===== src/rtl/risc_v_fetch_pkg.sv =====
// Shared constants, the fetch-entry type and a saturating-add helper for the
// instruction-fetch controller.
package risc_v_fetch_pkg;

    localparam int unsigned PC_STEP  = 4;
    localparam logic [31:0] RST_PC   = 32'h0040_0000;
    localparam logic [31:0] INST_NOP = 32'h0000_0013;

    // One buffered fetch: the PC it was fetched from and the returned word.
    typedef struct packed {
        logic [31:0] pc;
        logic [31:0] inst;
    } fetch_entry_t;

    // Add inc to val, clamping at all-ones instead of wrapping.
    function automatic logic [31:0] sat_inc(input logic [31:0] val, input logic [31:0] inc);
        logic [32:0] sum;
        sum = {1'b0, val} + {1'b0, inc};
        return sum[32] ? 32'hFFFF_FFFF : sum[31:0];
    endfunction

endpackage


===== src/rtl/risc_v_fetch_ctrl_fifo.sv =====
// fetch_fifo: synchronous FIFO with flush and occupancy count. Flush empties
// the FIFO and wins over a same-cycle push or pop. Pushes into a full FIFO and
// pops from an empty one are ignored. DEPTH must be a power of two.
module fetch_fifo #(
    parameter  int WIDTH = 32,
    parameter  int DEPTH = 2,
    localparam int PTR_W = (DEPTH > 1) ? $clog2(DEPTH) : 1,
    localparam int CNT_W = PTR_W + 1
) (
    input  logic             clk_i,
    input  logic             rst_i,
    input  logic             flush_i,
    input  logic             push_i,
    input  logic [WIDTH-1:0] data_i,
    input  logic             pop_i,
    output logic [WIDTH-1:0] data_o,
    output logic [CNT_W-1:0] count_o
);

    logic [WIDTH-1:0] mem_q [DEPTH];
    logic [PTR_W-1:0] wr_ptr_q, wr_ptr_d;
    logic [PTR_W-1:0] rd_ptr_q, rd_ptr_d;
    logic [CNT_W-1:0] count_q, count_d;
    logic             push_ok_s;
    logic             pop_ok_s;

    // Pointer/count next state; flush empties everything.
    always_comb begin
        push_ok_s = push_i && (count_q != CNT_W'(DEPTH));
        pop_ok_s  = pop_i && (count_q != {CNT_W{1'b0}});
        wr_ptr_d  = wr_ptr_q;
        rd_ptr_d  = rd_ptr_q;
        count_d   = count_q;
        if (flush_i) begin
            wr_ptr_d = {PTR_W{1'b0}};
            rd_ptr_d = {PTR_W{1'b0}};
            count_d  = {CNT_W{1'b0}};
        end else begin
            if (push_ok_s) begin
                wr_ptr_d = wr_ptr_q + PTR_W'(1);
            end else begin
                wr_ptr_d = wr_ptr_q;
            end
            if (pop_ok_s) begin
                rd_ptr_d = rd_ptr_q + PTR_W'(1);
            end else begin
                rd_ptr_d = rd_ptr_q;
            end
            count_d = count_q + CNT_W'(push_ok_s) - CNT_W'(pop_ok_s);
        end
    end

    // Pointer and count registers.
    always_ff @(posedge clk_i) begin
        if (rst_i) begin
            wr_ptr_q <= {PTR_W{1'b0}};
            rd_ptr_q <= {PTR_W{1'b0}};
            count_q  <= {CNT_W{1'b0}};
        end else begin
            wr_ptr_q <= wr_ptr_d;
            rd_ptr_q <= rd_ptr_d;
            count_q  <= count_d;
        end
    end

    // Storage write; contents need no reset because count gates visibility.
    always_ff @(posedge clk_i) begin
        if (push_ok_s && !flush_i) begin
            mem_q[wr_ptr_q] <= data_i;
        end
    end

    assign data_o  = mem_q[rd_ptr_q];
    assign count_o = count_q;

endmodule


===== src/rtl/risc_v_fetch_ctrl.sv =====
// risc_v_fetch_ctrl: instruction-fetch controller between the PC register and
// the IF/ID register. Issues memory reads under a credit limit, tags each
// request with its PC, buffers returned words and discards responses made
// stale by a redirect.
// Optional build macro FETCH_PERF_CNT_EN adds stall/flush performance counters.
module risc_v_fetch_ctrl
    import risc_v_fetch_pkg::*;
#(
    parameter int ADDR_WIDTH = 32,
    parameter int DATA_WIDTH = 32,
    parameter int FIFO_DEPTH = 2
) (
    input  logic                  i_clk,
    input  logic                  i_rst,
    input  logic [ADDR_WIDTH-1:0] i_pc,
    output logic [ADDR_WIDTH-1:0] o_pc_next,
    output logic                  o_pc_en,
    output logic                  o_imem_req_valid,
    input  logic                  i_imem_req_ready,
    output logic [ADDR_WIDTH-1:0] o_imem_addr,
    input  logic                  i_imem_rsp_valid,
    input  logic [DATA_WIDTH-1:0] i_imem_rsp_data,
    input  logic                  i_redirect_valid,
    input  logic [ADDR_WIDTH-1:0] i_redirect_pc,
    output logic                  o_inst_valid,
    input  logic                  i_inst_ready,
    output logic [DATA_WIDTH-1:0] o_inst,
    output logic [ADDR_WIDTH-1:0] o_inst_pc
`ifdef FETCH_PERF_CNT_EN
    ,
    output logic [31:0]           o_perf_stall_cnt,
    output logic [31:0]           o_perf_flush_cnt
`endif
);

    localparam int CNT_W = $clog2(FIFO_DEPTH) + 1;
    localparam int ENT_W = ADDR_WIDTH + DATA_WIDTH;
    localparam logic [CNT_W:0] DEPTH_LIM = (CNT_W + 1)'(FIFO_DEPTH);
    localparam logic [ADDR_WIDTH-1:0] ALIGN_MASK = {{(ADDR_WIDTH-2){1'b1}}, 2'b00};

    // Outstanding requests equal the PC-tag queue occupancy: a tag is pushed
    // on acceptance and popped on every response, dropped or not.
    logic [CNT_W-1:0]      out_cnt_s;
    logic [CNT_W-1:0]      inst_cnt_s;
    logic [CNT_W-1:0]      drop_q, drop_d;
    logic [CNT_W:0]        occupancy_s;
    logic [ADDR_WIDTH-1:0] tag_head_s;
    logic [ENT_W-1:0]      inst_head_s;
    logic                  credit_ok_s;
    logic                  accept_s;
    logic                  rsp_keep_s;
    logic                  head_valid_s;
    logic                  inst_pop_s;

    // Request, PC-register, queue-control and drop-count decisions.
    always_comb begin
        occupancy_s      = {1'b0, out_cnt_s} + {1'b0, inst_cnt_s};
        credit_ok_s      = occupancy_s < DEPTH_LIM;
        o_imem_req_valid = !i_rst && !i_redirect_valid && credit_ok_s;
        o_imem_addr      = i_pc;
        accept_s         = o_imem_req_valid && i_imem_req_ready;
        o_pc_en          = !i_rst && (i_redirect_valid || accept_s);
        if (i_redirect_valid) begin
            o_pc_next = i_redirect_pc & ALIGN_MASK;
        end else begin
            o_pc_next = i_pc + ADDR_WIDTH'(PC_STEP);
        end
        rsp_keep_s   = i_imem_rsp_valid && !i_redirect_valid && (drop_q == {CNT_W{1'b0}});
        head_valid_s = inst_cnt_s != {CNT_W{1'b0}};
        inst_pop_s   = head_valid_s && i_inst_ready && !i_redirect_valid;
        o_inst_valid = head_valid_s;
        if (head_valid_s) begin
            o_inst_pc = inst_head_s[ENT_W-1:DATA_WIDTH];
            o_inst    = inst_head_s[DATA_WIDTH-1:0];
        end else begin
            o_inst_pc = {ADDR_WIDTH{1'b0}};
            o_inst    = {DATA_WIDTH{1'b0}};
        end
        // A redirect makes everything still in flight stale, including any
        // response arriving in the redirect cycle itself.
        if (i_redirect_valid) begin
            drop_d = out_cnt_s - CNT_W'(i_imem_rsp_valid);
        end else if (i_imem_rsp_valid && (drop_q != {CNT_W{1'b0}})) begin
            drop_d = drop_q - CNT_W'(1);
        end else begin
            drop_d = drop_q;
        end
    end

    // Count of responses still to be discarded.
    always_ff @(posedge i_clk) begin
        if (i_rst) begin
            drop_q <= {CNT_W{1'b0}};
        end else begin
            drop_q <= drop_d;
        end
    end

    fetch_fifo #(
        .WIDTH (ADDR_WIDTH),
        .DEPTH (FIFO_DEPTH)
    ) u_tag_fifo (
        .clk_i   (i_clk),
        .rst_i   (i_rst),
        .flush_i (1'b0),
        .push_i  (accept_s),
        .data_i  (i_pc),
        .pop_i   (i_imem_rsp_valid),
        .data_o  (tag_head_s),
        .count_o (out_cnt_s)
    );

    fetch_fifo #(
        .WIDTH (ENT_W),
        .DEPTH (FIFO_DEPTH)
    ) u_inst_fifo (
        .clk_i   (i_clk),
        .rst_i   (i_rst),
        .flush_i (i_redirect_valid),
        .push_i  (rsp_keep_s),
        .data_i  ({tag_head_s, i_imem_rsp_data}),
        .pop_i   (inst_pop_s),
        .data_o  (inst_head_s),
        .count_o (inst_cnt_s)
    );

`ifdef FETCH_PERF_CNT_EN
    logic [31:0] stall_cnt_q;
    logic [31:0] flush_cnt_q;
    logic [31:0] flush_inc_s;
    logic        stall_s;

    // Per-cycle increments for the performance counters.
    always_comb begin
        stall_s = !credit_ok_s && !i_redirect_valid;
        if (i_redirect_valid) begin
            flush_inc_s = 32'(i_imem_rsp_valid) + 32'(inst_cnt_s);
        end else begin
            flush_inc_s = 32'(i_imem_rsp_valid && (drop_q != {CNT_W{1'b0}}));
        end
    end

    // Saturating stall and flush counters.
    always_ff @(posedge i_clk) begin
        if (i_rst) begin
            stall_cnt_q <= 32'd0;
            flush_cnt_q <= 32'd0;
        end else begin
            stall_cnt_q <= sat_inc(stall_cnt_q, {31'd0, stall_s});
            flush_cnt_q <= sat_inc(flush_cnt_q, flush_inc_s);
        end
    end

    assign o_perf_stall_cnt = stall_cnt_q;
    assign o_perf_flush_cnt = flush_cnt_q;
`endif

endmodule


===== config.mk =====
export PLATFORM = sky130hd
export DESIGN_NAME = risc_v_fetch_ctrl
export DESIGN_NICKNAME = d
export VERILOG_FILES = /design/src/rtl/risc_v_fetch_pkg.sv /design/src/rtl/risc_v_fetch_ctrl_fifo.sv /design/src/rtl/risc_v_fetch_ctrl.sv
export SDC_FILE = /design/constraint.sdc
export NUM_CORES = 1
export LEC_CHECK = 0
export CORE_MARGIN = 2
export CORE_UTILIZATION = 50
export DETAILED_ROUTE_END_ITERATION = 8
export PLACE_DENSITY = 0.87
export SLEW_MARGIN = 20
export SYNTH_ARGS = -nofsm -noshare
export SYNTH_HDL_FRONTEND = slang
export SYNTH_HIERARCHICAL = 1
export SYNTH_SLANG_ARGS = --single-unit

===== constraint.sdc =====
create_clock -name i_clk -period 9.8 [get_ports i_clk]
set_input_delay 1.96 -clock i_clk [delete_from_list [all_inputs] [get_ports i_clk]]
set_output_delay 1.96 -clock i_clk [all_outputs]
set_load 0.02 [all_outputs]

== Word level (Yosys, flattened, before mapping) ==
Memory sizes are Yosys's and may differ from the RTL's. A register that Yosys moved wholly into a read port is not among the register bits.
Cells that the tools add are included.
Operators by class
  add/subtract/negate cells: 12
  reductions and logical operators: 23
  equality and inequality tests: 2
  multiplexer cells: 13
  magnitude comparators: 1
Operator list (count)
  $mux 32: 3
  $add 32x3->32 const B: 1
  $logic_and 1x1->1: 14
  $mux 1: 8
  $reduce_bool 2->1: 4
  $sub 2x1->2: 3
  $add 1x1->1 const B: 4
  $add 2x1->2: 2
  $mux 2: 2
  $ne 2x2->1 const B: 2
  $add 2x2->3: 1
  $lt 3x2->1 const B: 1
  $logic_not 1->1: 2
  $logic_not 2->1: 1
  $reduce_or 2->1: 1
  $sub 2x1->2 const B: 1
  $logic_or 1x1->1: 1
Word-level totals
  memories kept: 2
  memory bits (writable): 192
  register bits after elaboration: 10
  bits of input ports: 102
Memory list
  u_inst_fifo.mem_q: words 2, width 64, read ports 1, clocked after Yosys merged registers in 1, wr ports 1, line risc_v_fetch_ctrl_fifo.sv:20  | logic [WIDTH-1:0] mem_q [DEPTH];
  u_tag_fifo.mem_q: words 2, width 32, read ports 1, clocked after Yosys merged registers in 1, wr ports 1, line risc_v_fetch_ctrl_fifo.sv:20

== Logic depth before layout (Yosys ltp) ==
Gate-level depths: netlist of run 1.
  depth after elaboration: 7
  gate-level depth with buffers: 11
  gate-level depth less buffers: 11

== Cells and area by module ==
The synthesis of run 1 kept the hierarchy.
Modules (own cells, without submodules)
  fetch_fifo at u_inst_fifo: cells each 223, seq. area each 3943.8 um^2, instances 1, area an instance 5153.7 um^2
  fetch_fifo at u_tag_fifo: cells each 124, seq. area each 2021.9 um^2, instances 1, area an instance 2698.8 um^2
  risc_v_fetch_ctrl: cells each 290, seq. area each 40.0 um^2, instances 1, area an instance 1823.0 um^2

== Worst setup path before layout of run 1 ==
OpenSTA, ideal clock, no wires.
  kind: input-to-reg
  start: in i_redirect_valid
  end: mem u_inst_fifo/mem_q[1][0] in the netlist's numbering, enable pin
  stages on the path: 6
  setup slack: 1.736 ns
  data arrival time: 7.485 ns
  required time: 9.221 ns
  path through: clkbuf_1 > clkinv_1 > clkbuf_1 > and3_1 > o21ai_2 > nor3b_1
Between the ends
  cells in the longest elaborated chain, start to end: 7
RTL lines
  from (decl): line risc_v_fetch_ctrl.sv:23  | input logic i_redirect_valid,
  $logic_not 1->1: line risc_v_fetch_ctrl.sv:68  | rsp_keep_s = i_imem_rsp_valid && !i_redirect_valid && (drop_q == {CNT_W{1'b0}});
  $logic_and 1x1->1 (2 in series): line risc_v_fetch_ctrl.sv:68
  net rsp_keep_s: line risc_v_fetch_ctrl.sv:51  | logic rsp_keep_s;
  $logic_and 1x1->1: line risc_v_fetch_ctrl_fifo.sv:29  | push_ok_s = push_i && (count_q != CNT_W'(DEPTH));
  $logic_and 1x1->1: line risc_v_fetch_ctrl_fifo.sv:68  | if (push_ok_s && !flush_i) begin
  $mux 1: line risc_v_fetch_ctrl_fifo.sv:68
  $mux 1 (implied by the code): line risc_v_fetch_ctrl_fifo.sv:69  | mem_q[wr_ptr_q] <= data_i;
  to (decl): line risc_v_fetch_ctrl_fifo.sv:20
The timed path passes the listed nets, and every way through them passes these cells.

== Worst setup path in the final report of run 1 ==
  start: in i_pc[2]
  end: out o_pc_next[24]
Between the ends
  cells in the longest elaborated chain, start to end: 2
RTL lines
  from (decl): line risc_v_fetch_ctrl.sv:15  | input logic [ADDR_WIDTH-1:0] i_pc,
  $add 32x3->32: line risc_v_fetch_ctrl.sv:66  | o_pc_next = i_pc + ADDR_WIDTH'(PC_STEP);
  $mux 32: line risc_v_fetch_ctrl.sv:63  | if (i_redirect_valid) begin
  to (decl): line risc_v_fetch_ctrl.sv:16  | output logic [ADDR_WIDTH-1:0] o_pc_next,
Every way passes these cells.

==> results of run 1 <==
[cells in the final DEF (no fill, tap or decap), types with 3 or more instances in the layout]
master                            count
sky130_fd_sc_hd__nand4_1              7
sky130_fd_sc_hd__ha_1                 7
sky130_fd_sc_hd__clkdlybuf4s50_1    229
sky130_fd_sc_hd__nor3_1               6
sky130_fd_sc_hd__mux2_4              90
sky130_fd_sc_hd__inv_1                8
sky130_fd_sc_hd__xnor2_1             10
sky130_fd_sc_hd__or3_1                4
sky130_fd_sc_hd__nand2_1             28
sky130_fd_sc_hd__a31oi_1             15
sky130_fd_sc_hd__and4_1               4
sky130_fd_sc_hd__and2_1              69
sky130_fd_sc_hd__o31ai_1             13
sky130_fd_sc_hd__xor2_1               8
sky130_fd_sc_hd__edfxtp_1           192
sky130_fd_sc_hd__or4_1               16
sky130_fd_sc_hd__clkinv_2             3
sky130_fd_sc_hd__mux2_2               7
sky130_fd_sc_hd__dfxtp_1             10
sky130_fd_sc_hd__clkbuf_1             6
sky130_fd_sc_hd__and3_1               7
sky130_fd_sc_hd__o21ai_0             13
sky130_fd_sc_hd__clkbuf_16           21
sky130_fd_sc_hd__clkinv_1             6
sky130_fd_sc_hd__a211oi_1             3
sky130_fd_sc_hd__nand3_1             11
sky130_fd_sc_hd__o211ai_1             3
sky130_fd_sc_hd__conb_1               7
sky130_fd_sc_hd__nor2_1              21
sky130_fd_sc_hd__buf_4                8
[kinds of logic after synthesis]
group	share of synthesized area
XOR/XNOR	0.0163
buffers and inverters	0.0590
AND/OR/NAND/NOR	0.108
flip-flops	0.621
adder cells (fa/ha/maj)	0.0111
AO/OA/AOI/OAI	0.0345
multiplexers	0.150
other	0.000388
[cell type report]
class	count	area, µm²
sequential	204	6010
tap	260	325
clock inverter	9	41.3
timing repair buffer	238	2360
clock buffer	28	562
inverter	9	33.8
antenna	1	2.50
fill	1342	6340
multi-input combinational	366	3160
[critical path, cell delays in order]
cell and delay [ns]:
sky130_fd_sc_hd__clkdlybuf4s50_1 0.60, sky130_fd_sc_hd__ha_1 0.26, sky130_fd_sc_hd__and2_1 0.39, sky130_fd_sc_hd__nand3_1 0.42, sky130_fd_sc_hd__or4_1 0.60, sky130_fd_sc_hd__a31oi_1 0.19, sky130_fd_sc_hd__clkdlybuf4s50_1 0.66
[per-stage QoR]
stage	power, mW	setup WS [ns]	utilization
after floorplan	1.08	1.74	-
after global placement	1.18	2.84	0.630
after detailed placement	1.18	2.82	0.630
after CTS	1.88	2.81	0.662
after global routing	1.93	2.61	0.663
final	1.86	2.77	0.663
[registers in the layout, indices dropped and copies added, names as in the netlist, named ones only]
register,count
u_inst_fifo/wr_ptr_q,1
u_inst_fifo/count_o,2
u_inst_fifo/rd_ptr_q,1
u_tag_fifo/mem_q,64
u_inst_fifo/mem_q,128
drop_q,2
u_tag_fifo/wr_ptr_q,1
u_tag_fifo/count_o,2
u_tag_fifo/rd_ptr_q,1
[layer usage]
| metal | share of wire | vias up | wire length (µm) |
|---|---|---|---|
| li1 | - | 2751 | - |
| met1 | 0.40 | 2805 | 8380 |
| met2 | 0.51 | 225 | 10600 |
| met3 | 0.062 | 40 | 1290 |
| met4 | 0.025 | 0 | 525 |
| met5 | 0 | - | 0 |
[how the worst max path moves through the flow]
stage                               to  depth (start not counted)
2_1_floorplan  u_inst_fifo/mem_q[1][0]                          6
3_5_place_dp             o_pc_next[18]                          7
5_1_grt                  o_pc_next[24]                          7
4_1_cts                  o_pc_next[18]                          7
3_3_place_gp             o_pc_next[24]                          7
6_report                 o_pc_next[24]                          7
[power breakdown]
part	switching [mW]	leakage (nW)	internal, mW
clock network	0.298	0.293	0.401
logic	0.0968	2.20	0.100
registers	0.00478	1.83	0.964
total	0.399	4.33	1.46
==> results.txt, run 1 <==
Of the post-synthesis cell area, the dominant cell type holds 0.596. The highest clock frequency the design can meet came out at 142 MHz. Summed over all cells, the static leakage comes to 4.33 nW. In the synthesized netlist the dominant register cell turns out to be sky130_fd_sc_hd__edfxtp_1. The die outline area came out at 20500 µm².

The final clock skew came out at 0.0107 ns. Yosys attributes the largest share of cell area to sky130_fd_sc_hd__edfxtp_1, sky130_fd_sc_hd__mux2_4, sky130_fd_sc_hd__and2_1. The commonest cells after synthesis are sky130_fd_sc_hd__edfxtp_1, sky130_fd_sc_hd__mux2_4, sky130_fd_sc_hd__and2_1, sky130_fd_sc_hd__buf_4, sky130_fd_sc_hd__nand2_1.

Across the run, the number of max-cap violations was 0. The per-instance average area after synthesis is 15.2 µm². For this run, the detailed router's first-pass iteration total came to 5. The headroom to the max-slew limit is 0.377. The number of enable flip-flop cells after synthesis is 192. The die extent in x is 143 µm. The total of endpoints with negative setup slack in the final report came out at 0. The largest buffer count on any clock path came out at 3.

The worst hold path cell count came out at 2. The initialized floorplan defines 50 standard-cell rows. Of the cells placed in the final design, the portion with a size suffix greater than 1 is 0.166. The worst-path maximum fanout is 13. The final wirelength is 20800 µm. Dividing the final minimum period by the clock period gives 0.718. The largest total area in the synthesized netlist belongs to sky130_fd_sc_hd__edfxtp_1. In this run the most critical hold path is launched from u_tag_fifo/wr_ptr_q. The final-stage net count is 950. The count of warnings emitted by yosys came out at 6. The sum of net half-perimeters after detailed placement came out at 14200 µm. The average wire length per cell after detail routing came out at 18.6 µm. The total cell area at the placement stage is 11900 µm². The final-report hold violation count is 0. The post-synthesis instance area is 9680 µm². The number of slew-limit violations in the final report is 0. The capture instance of the worst register-to-register path is u_tag_fifo/count_o[1]. In the global route stage, met2 resource usage came out at 0.359. The number of antenna violations at the first check in global routing was 0. The count of buffers added on input and output ports is 230. TritonCTS built the clock tree. The fraction of the yosys area taken by sequential cells came out at 0.621. The worst IR drop on VDD came out at 0.133 mV. Setup repair after global routing left no endpoint under its margin. The count of instances resized after the clock tree is built is 0. The initial cell density of the core came out at 0.514. The area of all placed cells without fillers came out at 12500 µm². Of all flip-flops after synthesis, the portion carrying an async set or reset was 0. The via count of the routed design is 5821. The hold buffer count at cts came out at 0. The post-CTS setup-driven buffer insertion count is 0. The number of placed instances, taps included, is 1077. After synthesis the netlist holds a flip-flop and latch count of 204. In the routed design, unresolved DRC markers number 0. The DRC violation total after the first TritonRoute iteration came out at 249.

The global routing stage identified its most utilized layer as met2. The post-synthesis instance total came out at 637. The run finished with clean final reports. The layout-stage area growth over the synthesis result is 29.1%. The path class of the tightest hold or removal check is reg2reg. For this run, the total global-route usage over all layers was measured as 0.201. The global-route wire length before repair is 31700 µm. The critical path is of the in2out type. The met1 track utilization from global routing is 0.245.

The detail-routed via count per cell came out at 5.22. The required time at the worst-slack endpoint came out at 7.84 ns. The number of cell instances on the worst register-to-register path came out at 11.

Yosys instantiated no cell more often than sky130_fd_sc_hd__edfxtp_1. The count of pins on the block boundary came out at 233. In this run the number of H-tree levels came out at 1. The worst setup path is captured at a primary output.

The CTS buffer count came out at 21. After synthesis, the netlist uses 40 different library cells. For the worst-skew pair, the clock arrives at the later sink with an insertion delay of 0.48 ns. The met3 layer usage reported by global route came out at 0.0389.

The power density over cell area came out at 149 nW/µm². The buffer cell driving the clock tree root is sky130_fd_sc_hd__clkbuf_16. The total negative slack is 0 ns. Clock-pin slew was measured on the worst setup and hold paths at 0.06 ns. The most critical setup path has its startpoint at i_pc[2]. Routability-driven placement finished with a final weighted congestion of 0.818.

In this run the register-to-register setup slack is 6.98 ns. The largest net degree at the start of global routing is 67. The worst-case hold path end point is u_tag_fifo/wr_ptr_q.

The vertical die dimension is 143 µm. The post-detailed-route count of antenna-violating nets came out at 0. The time the worst path needs with I/O delays and setup is 7.03 ns. For the worst setup path, the data arrival time is 5.07 ns. The placeable core area is 18800 µm². STA classifies the critical path startpoint as a primary input. The slew at the pin closest to its max-slew limit is 0.929 ns.

The final standard cell count with taps included and fillers excluded came out at 1115. The final worst hold slack came out at 0.521 ns. The number of sinks on the clock net is 204. The global-route congestion overflow total came out at 0.

The number of global-route vias before repair came out at 5903. The startpoint of the worst register-to-register path is u_inst_fifo/count_o[0].
Power figures use the tool's default switching activity.
==> run 2: changes to the inputs <==
--- a/config.mk
+++ b/config.mk
@@ -6,9 +6,9 @@
 export NUM_CORES = 1
 export LEC_CHECK = 0
 export CORE_MARGIN = 2
-export CORE_UTILIZATION = 50
+export CORE_UTILIZATION = 45
 export DETAILED_ROUTE_END_ITERATION = 8
-export PLACE_DENSITY = 0.87
+export PLACE_DENSITY = 0.83
 export SLEW_MARGIN = 20
 export SYNTH_ARGS = -nofsm -noshare
 export SYNTH_HDL_FRONTEND = slang
==> constraint.sdc (replaced) <==
create_clock -name i_clk -period 6.2 [get_ports i_clk]
set_input_delay 1.24 -clock i_clk [delete_from_list [all_inputs] [get_ports i_clk]]
set_output_delay 1.24 -clock i_clk [all_outputs]
set_load 0.02 [all_outputs]
==> run 2 against run 1 <==
Power up 65%. Die area up 11%. Register-to-register slack worse by 3.6 ns. Final cell count increased by 1.9%. Design area rose by 1.0%. Sequential share of layout area decreased by 0.52 points. Non-clock buffer count increased by 7. Count of clock-buffer cells in the layout increased by 1. Clock power up 76%. Setup slack got worse by 2.0 ns. Worst hold slack worse by 0.017 ns. Critical endpoint is now o_pc_next[25]. Largest cell class unchanged. Largest power group unchanged.
==> results.txt, run 2 (synthesized netlist as in run 1, its figures left out) <==
The worst register-to-register path has a depth of 11. Counting along the longest clock path gives a buffer depth of 3. The signal on the critical path passes through clkdlybuf4s50_1 > and4_1 > nand3_1 > or4_1 > a31oi_1 > clkdlybuf4s50_1. CTS placed an instance of sky130_fd_sc_hd__clkbuf_16 at the clock tree root. The register-to-register path setup slack is 3.38 ns. Of all nets on the critical path, the largest fanout is 12.

In this run the core area contains 53 standard-cell rows. The number of sinks on the clock net is 204. The critical path class is in2out.

After clock tree synthesis, the clock-pin slew on the worst setup and hold paths is 0.06 ns. Setup repair after global routing left no endpoint under its margin. The sum of internal, switching and leakage power is 3.07 mW. Setup violations remaining at the end of the flow were counted as 0.

Clock latency on the worst-skew pair, taken at its later pin, is 0.49 ns. Measured against its own limit, the worst slew margin works out to 0.422. The path type of the worst min-delay path is reg2reg.

The total negative slack is 0 ns. STA classifies the critical path startpoint as a primary input. The largest registers in the layout are u_inst_fifo/mem_q (128), u_tag_fifo/mem_q (64). The count of nets left with antenna violations once routing finished came out at 0.

The via count of the routed design came out at 5856. The number of clock buffers added by TritonCTS is 21. The number of flip-flops in the largest register came out at 128. The power density over cell area is 243 nW/µm². In this run the critical register-to-register path is captured at u_tag_fifo/count_o[1].

For this design the top-level I/O count stands at 233. TritonCTS built the clock tree. The average wire length per cell after detail routing came out at 18.0 µm. The global-route congestion overflow total is 0. The detail-routed via count per cell came out at 5.15. The launching element of the worst setup path is i_pc[5].

The register with the most flip-flops in the final layout is u_inst_fifo/mem_q. The vertical die dimension came out at 151 µm. Max-cap violations in this run came to 0. The capturing element type of the critical path is a primary output.

The highest clock frequency the design can meet came out at 182 MHz. In this run the worst setup path terminates at o_pc_next[25]. The slew at the pin closest to its max-slew limit came out at 0.867 ns. The critical path's largest stage delay came out at 0.68 ns. After detailed routing, the number of remaining DRC violations is 0. The aggregate global-route resource usage came out at 0.178. The number of global-route vias before repair is 5819. The area growth from synthesis to layout is 30.5%.

The hold buffer count at cts is 0. The number of placed instances with taps included is 1099. Leaving out fill and tap cells, the most frequent cells in the layout are sky130_fd_sc_hd__clkdlybuf4s50_1, sky130_fd_sc_hd__edfxtp_1, sky130_fd_sc_hd__mux2_4. In the final layout, the share of cells above drive strength 1 is 0.173. The final clock skew came out at 0.0121 ns. The count of instances resized after the clock tree is built came out at 0.

The run finished with clean final reports. VDD sags by at most 0.136 mV. The number of antenna violations at the first check in global routing came out at 0. The first global-routing pass estimated 31000 µm of wire. The largest net degree at the start of global routing is 67. The final antenna diode count is 0. The number of slew-limit violations in the final report came out at 0. For this design the static power due to leakage is 4.39 nW. The library cell contributing the largest single delay on the critical path is sky130_fd_sc_hd__clkdlybuf4s50_1.

The number of levels in the clock H-tree came out at 1. The number of input and output port buffers inserted is 230. The sum of net half-perimeters after detailed placement is 13900 µm. The number of search-and-repair iterations in the first detailed-routing pass came out at 4.

The filler cells instantiated in the layout total 1651. The worst hold path cell count came out at 2. The time the worst path needs with I/O delays and setup is 5.48 ns. After the last flow step, the layout net total stands at 957. The DRC violation total after the first TritonRoute iteration is 337.

In this run the post-CTS setup repair buffer count came out at 0. The data arrival time of the worst path is 4.24 ns. The required time at the worst-slack endpoint is 4.96 ns.

The placeable core area came out at 21100 µm². The final wirelength came out at 20400 µm. Across all hold checks on the routed design, the worst slack comes to 0.505 ns. The die extent in x is 151 µm. The final-report hold violation count is 0. The floorplan step defined a die boundary enclosing 22700 µm². The most common cell after layout, fill and taps aside is sky130_fd_sc_hd__clkdlybuf4s50_1. The finished layout holds 1136 standard cells, fillers aside. Counting stages on the worst path, the most repeated cell is sky130_fd_sc_hd__clkdlybuf4s50_1. The initial cell density of the core is 0.459.

The global placement routability congestion is 0.814. The final cycle utilization of the critical path is 0.884. In this run the critical register-to-register path is launched from u_tag_fifo/count_o[0].
[run 2: power by group]
group          total (mW)  internal, mW  leakage (nW)  switching, mW
Clock                1.23         0.749         0.323          0.478
Combinational       0.314         0.161          2.23          0.153
Sequential           1.53          1.52          1.83        0.00657
[run 2: worst max-delay path, delay by kind of cell]
| kind | cells | cell delay [ns] |
|---|---|---|
| AND/OR/NAND/NOR | 3 | 1.50 |
| AO/OA/AOI/OAI | 1 | 0.18 |
| buffers and inverters | 2 | 1.30 |
[run 2: metrics by stage]
| step | area [µm²] | utilization | worst slack, ns |
|---|---|---|---|
| after floorplan | 9710 | - | 0.975 |
| after global placement | 12000 | 0.567 | 0.779 |
| after detailed placement | 12000 | 0.567 | 0.714 |
| after CTS | 12600 | 0.598 | 0.718 |
| after global routing | 12600 | 0.599 | 0.488 |
| final | 12600 | 0.599 | 0.717 |
[run 2: per-layer routing]
| layer | GRT usage | share of wire | vias up |
|---|---|---|---|
| li1 | - | - | 2760 |
| met1 | 0.206 | 0.39 | 2828 |
| met2 | 0.335 | 0.52 | 235 |
| met3 | 0.0406 | 0.078 | 33 |
| met4 | 0.0435 | 0.015 | 0 |
| met5 | 0 | 0 | - |
[run 2: cell type report]
class                   instances  area, µm²  share of cell area
flip-flops and latches        204       6010               0.476
multi-input cells             366       3160               0.250
repair buffers                245       2410               0.191
clock buffers                  29        556              0.0440
well taps                     275        344              0.0273
clock inverters                 8        111             0.00882
inverters                       9       33.8             0.00268
[run 2: worst min path at each step]
| stage | from | to |
|---|---|---|
| finish | u_tag_fifo/wr_ptr_q | u_tag_fifo/wr_ptr_q |
| global route | u_tag_fifo/wr_ptr_q | u_tag_fifo/wr_ptr_q |
| CTS | u_tag_fifo/wr_ptr_q | u_tag_fifo/wr_ptr_q |
| detailed placement | u_tag_fifo/wr_ptr_q | u_tag_fifo/wr_ptr_q |
| global placement | u_tag_fifo/wr_ptr_q | u_tag_fifo/wr_ptr_q |
| floorplan | u_tag_fifo/wr_ptr_q | u_tag_fifo/wr_ptr_q |
